`src/rtl/memoria_instrucao_sinc.sv`:
```
// Synchronous instruction memory with a programming write port and a fixed-latency fetch pipeline.
// Latency: a response appears exactly LATENCY cycles after a fetch is accepted. Back-to-back fetches return in order.
// Backpressure: fetch_ready is low while prog_en is high. Flush or reset drops every fetch still in flight.
//
// Ports:
//   clk, rst_n                   clock and asynchronous active-low reset
//   fetch_req, pc, fetch_ready   fetch request handshake
//   flush                        drops all in-flight fetches
//   instr_valid, instrucao       one-cycle response strobe and the fetched word
//   fault                        response status: 00 ok, 01 out of range, 10 misaligned
//   prog_en, prog_we             programming mode and write enable
//   prog_addr, prog_data         programming write address and data
module memoria_instrucao_sinc #(
    parameter int DEPTH     = 64,
    parameter int PC_W      = 64,
    parameter int BYTE_ADDR = 0,
    parameter int LATENCY   = 1,
    localparam int AW       = $clog2(DEPTH)
) (
    input  logic            clk,
    input  logic            rst_n,
    input  logic            fetch_req,
    input  logic [PC_W-1:0] pc,
    output logic            fetch_ready,
    input  logic            flush,
    output logic            instr_valid,
    output logic [31:0]     instrucao,
    output logic [1:0]      fault,
    input  logic            prog_en,
    input  logic            prog_we,
    input  logic [AW-1:0]   prog_addr,
    input  logic [31:0]     prog_data
);

    // ROM contents start at zero and survive reset, so this array has no reset branch.
    logic [31:0] rom [DEPTH] = '{default: '0};

    logic [PC_W-1:0] word_idx;
    logic            misaligned;
    logic            out_of_range;
    logic            accept;
    logic [31:0]     resp_dat;
    logic [1:0]      resp_flt;

    // Pipeline stages. Stage 0 is loaded at the accept edge, and stage LATENCY-1 drives the outputs.
    logic            stg_vld [LATENCY];
    logic [31:0]     stg_dat [LATENCY];
    logic [1:0]      stg_flt [LATENCY];

    assign fetch_ready = !prog_en;
    assign accept      = fetch_req && fetch_ready;

    // The full-width index is compared against DEPTH, so large PCs never alias onto low words.
    assign word_idx     = (BYTE_ADDR != 0) ? (pc >> 2) : pc;
    assign misaligned   = (BYTE_ADDR != 0) && (pc[1:0] != 2'b00);
    assign out_of_range = (word_idx >= PC_W'(DEPTH));

    // Misalignment outranks out-of-range. Any faulted fetch returns a NOP.
    always_comb begin
        resp_dat = rom[word_idx[AW-1:0]];
        resp_flt = 2'b00;
        if (misaligned) begin
            resp_dat = '0;
            resp_flt = 2'b10;
        end else if (out_of_range) begin
            resp_dat = '0;
            resp_flt = 2'b01;
        end
    end

    // The write uses a non-blocking assignment. A read of the same word at the same
    // edge therefore captures the pre-write value (read-before-write). Data is read
    // at acceptance, so later writes never change a fetch that is already in flight.
    always_ff @(posedge clk) begin
        if (prog_en && prog_we) begin
            rom[prog_addr] <= prog_data;
        end
    end

    always_ff @(posedge clk or negedge rst_n) begin
        if (!rst_n) begin
            for (int i = 0; i < LATENCY; i++) begin
                stg_vld[i] <= 1'b0;
                stg_dat[i] <= '0;
                stg_flt[i] <= 2'b00;
            end
        end else if (flush) begin
            // A fetch accepted in the flush cycle is dropped together with the rest.
            for (int i = 0; i < LATENCY; i++) begin
                stg_vld[i] <= 1'b0;
                stg_dat[i] <= '0;
                stg_flt[i] <= 2'b00;
            end
        end else begin
            stg_vld[0] <= accept;
            stg_dat[0] <= accept ? resp_dat : 32'h0;
            stg_flt[0] <= accept ? resp_flt : 2'b00;
            for (int i = 1; i < LATENCY; i++) begin
                stg_vld[i] <= stg_vld[i-1];
                stg_dat[i] <= stg_dat[i-1];
                stg_flt[i] <= stg_flt[i-1];
            end
        end
    end

    // Gate the outputs so that idle cycles always present a zero instruction and zero fault.
    assign instr_valid = stg_vld[LATENCY-1];
    assign instrucao   = instr_valid ? stg_dat[LATENCY-1] : 32'h0;
    assign fault       = instr_valid ? stg_flt[LATENCY-1] : 2'b00;

endmodule

```
`config.mk`:
```
export PLATFORM = sky130hd
export DESIGN_NAME = memoria_instrucao_sinc
export DESIGN_NICKNAME = d
export VERILOG_FILES = /design/src/rtl/memoria_instrucao_sinc.sv
export SDC_FILE = /design/constraint.sdc
export NUM_CORES = 2
export LEC_CHECK = 0
export ABC_AREA = 0
export ABC_CLOCK_PERIOD_IN_PS = 2500
export CAP_MARGIN = 20
export CORE_MARGIN = 10
export CORE_UTILIZATION = 55
export CTS_CLUSTER_SIZE = 40
export DETAILED_ROUTE_END_ITERATION = 8
export PLACE_DENSITY_LB_ADDON = 0.08
export SETUP_SLACK_MARGIN = 0.02
export SLEW_MARGIN = 20
export SYNTH_ARGS = -nofsm -noshare
export SYNTH_HDL_FRONTEND = slang
export SYNTH_SLANG_ARGS = --single-unit
```
`constraint.sdc`:
```
create_clock -name clk -period 2.5 [get_ports clk]
set_input_delay 0.375 -clock clk [delete_from_list [all_inputs] [get_ports clk]]
set_output_delay 0.375 -clock clk [all_outputs]
set_load 0.01 [all_outputs]
```
==> results.toml <==
[cells_and_area]
drive_above_1_share_pct = 31.7
instances_no_fill = 6300
filler_cell_count = 9327
seqCellArea_mm2 = 0.0624
syn_to_final_growth_pct = 19.1
final_nets = 4317
layout_common_cells = "edfxtp_1 (2048), mux4_2 (477), buf_4 (272)"
multi_input_area_mm2 = 0.0170
final_common_cell = "edfxtp_1"

[worst_setup_path]
critPathLaunch = "instr_valid"
r2r_cells = 7
crit_type = "flop to output port"
slowest_stage = "dfrtp_2"
required_ns = 2.12
slowest_delay_ns = 0.41
worstPathArrival_ns = 2.06
crit_chain = "buf_12 > buf_16 > and2_4 > dlygate4sd2_1"
critPathCaptureType = "output port"
critPathLaunchType = "flop"
worstReg2RegStart = "rom[36][17]"
path_buf_inv = 3
crit_fanout = 14
r2r-end = "stg_dat[17]"
regToRegSetupSlack_ns = 0.29
cpLargestDelayFamily = "buffers and inverters"

[place]
dp_hpwl_um = 145000
io_buffers = 142
gp_congestion = 0.870
placedCellCount = 5917
place_ws_ns = -0.597

[sta]
maxSlewViolCount = 0
holdWs_ns = 0.0545
fin_ws_ns = 0.0608
fin_crit_sh_pct = 97.6
finalHoldViolations = 0
worst_clock_skew_ns = 0.0307
finalSetupViolations = 0
period_needed_ns = 2.44
timing_worst_slew_pin_value_ns = 1.05
max_slew_margin_pct = 29.9
fmax_mhz = 410
rsz0062_at_grt = "no"
finalSetupTns_ns = 0

[global_routing]
grt_max_degree = 65
grt_pass1_vias = 42419
grt_use_total_pct = 29.0
grt_pass1_wl_um = 328000
antenna_found_initial = 4
overflow = 0

[clock_network]
clockBufferDepth = 3
cts_tree = "done"
cts.clk_slew.worst_paths_ns = 0.06
clk_latency_ns = 0.83
root_buffer = "clkbuf_16"
cts_sinks = 2082
numCtsBuffers = 201
htree_levels = 4

[logic_synthesis]
yosysWarnings = 0
synth-seq-area-share_pct = 77.8
syn_area_mm2 = 0.0802
postSynth.asyncResetShare_pct = 1.63
synth.ff_latch_count = 2082
syn_inst = 3597
synth_edf_count = 2048
syn_area_per_cell_um2 = 22.3
synth_cell_type_count = 62
ys.flop_type = "edfxtp_1"
synthesis.nets = 3705

[die]
ios = 144
coreArea_mm2 = 0.145
dieArea_mm2 = 0.161
fp-row-count = 140
start_util_pct = 55.2
die_y_um = 402
chipWidth_um = 402

[run]
drv_cap = 0

[power_and_ir_drop]
ir_drop_mv = 0.799
powerDensity_mw_per_mm2 = 757
seq_power_share_pct = 53.3
intPower_mw = 57.2
clkPwrFrac_pct = 41.2
power.leakage_nw = 31.0
power_frac_comb_pct = 5.5
p_sw_mw = 15.1
p_sw_share_pct = 20.9

[detailed_routing]
vias = 41888
drtPass1Iterations = 6
drt_iter0_markers = 5974
ant_nets = 0
routed_wl_um = 235000
post_drt_via_cell_ratio = 6.65
drcViolationCount = 0
avgRoutedWirePerCell_um = 37.3

[hold_path]
hold_class = "input pin to async pin"

[status]
status = "finished clean"
## metrics by stage
step | util, % | power, mW | area (µm²)
after floorplan | - | 41.1 | 80200
after global placement | 61.2 | 43.1 | 88900
after detailed placement | 61.2 | 43.1 | 88900
after CTS | 65.7 | 72.6 | 95500
after global routing | 65.7 | 74.1 | 95500
final | 65.7 | 72.2 | 95500
## how the worst max path moves through the flow
stage | to | slack, ns | depth (start not counted)
3_3_place_gp | stg_dat[11] | -0.55 | 8
5_1_grt | instrucao[12] | 0.02 | 4
6_report | instrucao[1] | 0.06 | 4
4_1_cts | instrucao[28] | 0.01 | 4
2_1_floorplan | rom[0][0] | -0.34 | 4
3_5_place_dp | stg_dat[11] | -0.60 | 8
## synth_stat cells (16+ instances only)
cell type  count  area share (%)
edfxtp_1    2048              77
mux4_2       477              13
mux2i_1      179             2.2
nor2_1       152            0.71
nand2_1       66            0.31
clkbuf_1      64            0.30
buf_2         60            0.37
a21oi_1       50            0.31
a221oi_1      43            0.47
a22oi_1       42            0.39
and2_1        39            0.30
o21ai_0       36            0.22
dfrtp_1       34             1.1
buf_6         30            0.42
buf_4         26            0.24
o22ai_1       20            0.16
mux2_2        18            0.25
nand3_1       18            0.11
a221o_1       16            0.20
## cell families after synthesis
group / count (synthesis) / synth area share, %
other: 1 / 0.00468
AO/OA/AOI/OAI: 284 / 2.59
flip-flops: 2082 / 77.8
buffers and inverters: 210 / 1.74
multiplexers: 675 / 15.9
AND/OR/NAND/NOR: 345 / 2.01
## flip-flops by register name, indices dropped and copies added (netlist names)
| register | count |
|---|---|
| instr_valid | 1 |
| stg_flt | 1 |
| rom | 2048 |
| stg_dat | 32 |
## timing repair
item                       in CTS  in global routing
setup endpoints to repair      33                  3
resized for setup              75                  3
hold buffers                    3                  0
gates cloned                    1                  0
buffers inserted                2                  0
hold endpoints to repair       58                  0
pin swaps                       0                  0
## routing by layer
layer,GRT usage [%],vias up,wire [µm],part of all wire (%)
met3,7.13,424,26300,11
met4,9.57,6,8300,3.5
met2,45.3,2635,111000,47
met1,40.4,22346,88700,38
li1,-,16477,-,-
met5,0,-,42,0.018
## layout make-up
class	instances	share of cell area (%)
clock inverter	123	1.10
sequential	2082	65.3
antenna	1	0.00262
tap	1917	2.51
timing repair buffer	613	7.60
multi-input combinational	1305	17.8
clock buffer	253	5.67
inverter	6	0.0288
## power groups by stage
| stage | Combinational (mW) | Clock (mW) | Sequential [mW] |
|---|---|---|---|
| after floorplan | 1.91 | 0 | 39.2 |
| after global placement | 3.83 | 0 | 39.2 |
| after detailed placement | 3.92 | 0 | 39.2 |
| after CTS | 3.94 | 30.1 | 38.5 |
| after global routing | 4.13 | 31.5 | 38.5 |
| final | 3.95 | 29.8 | 38.5 |
(Power assumes the default switching activity.)
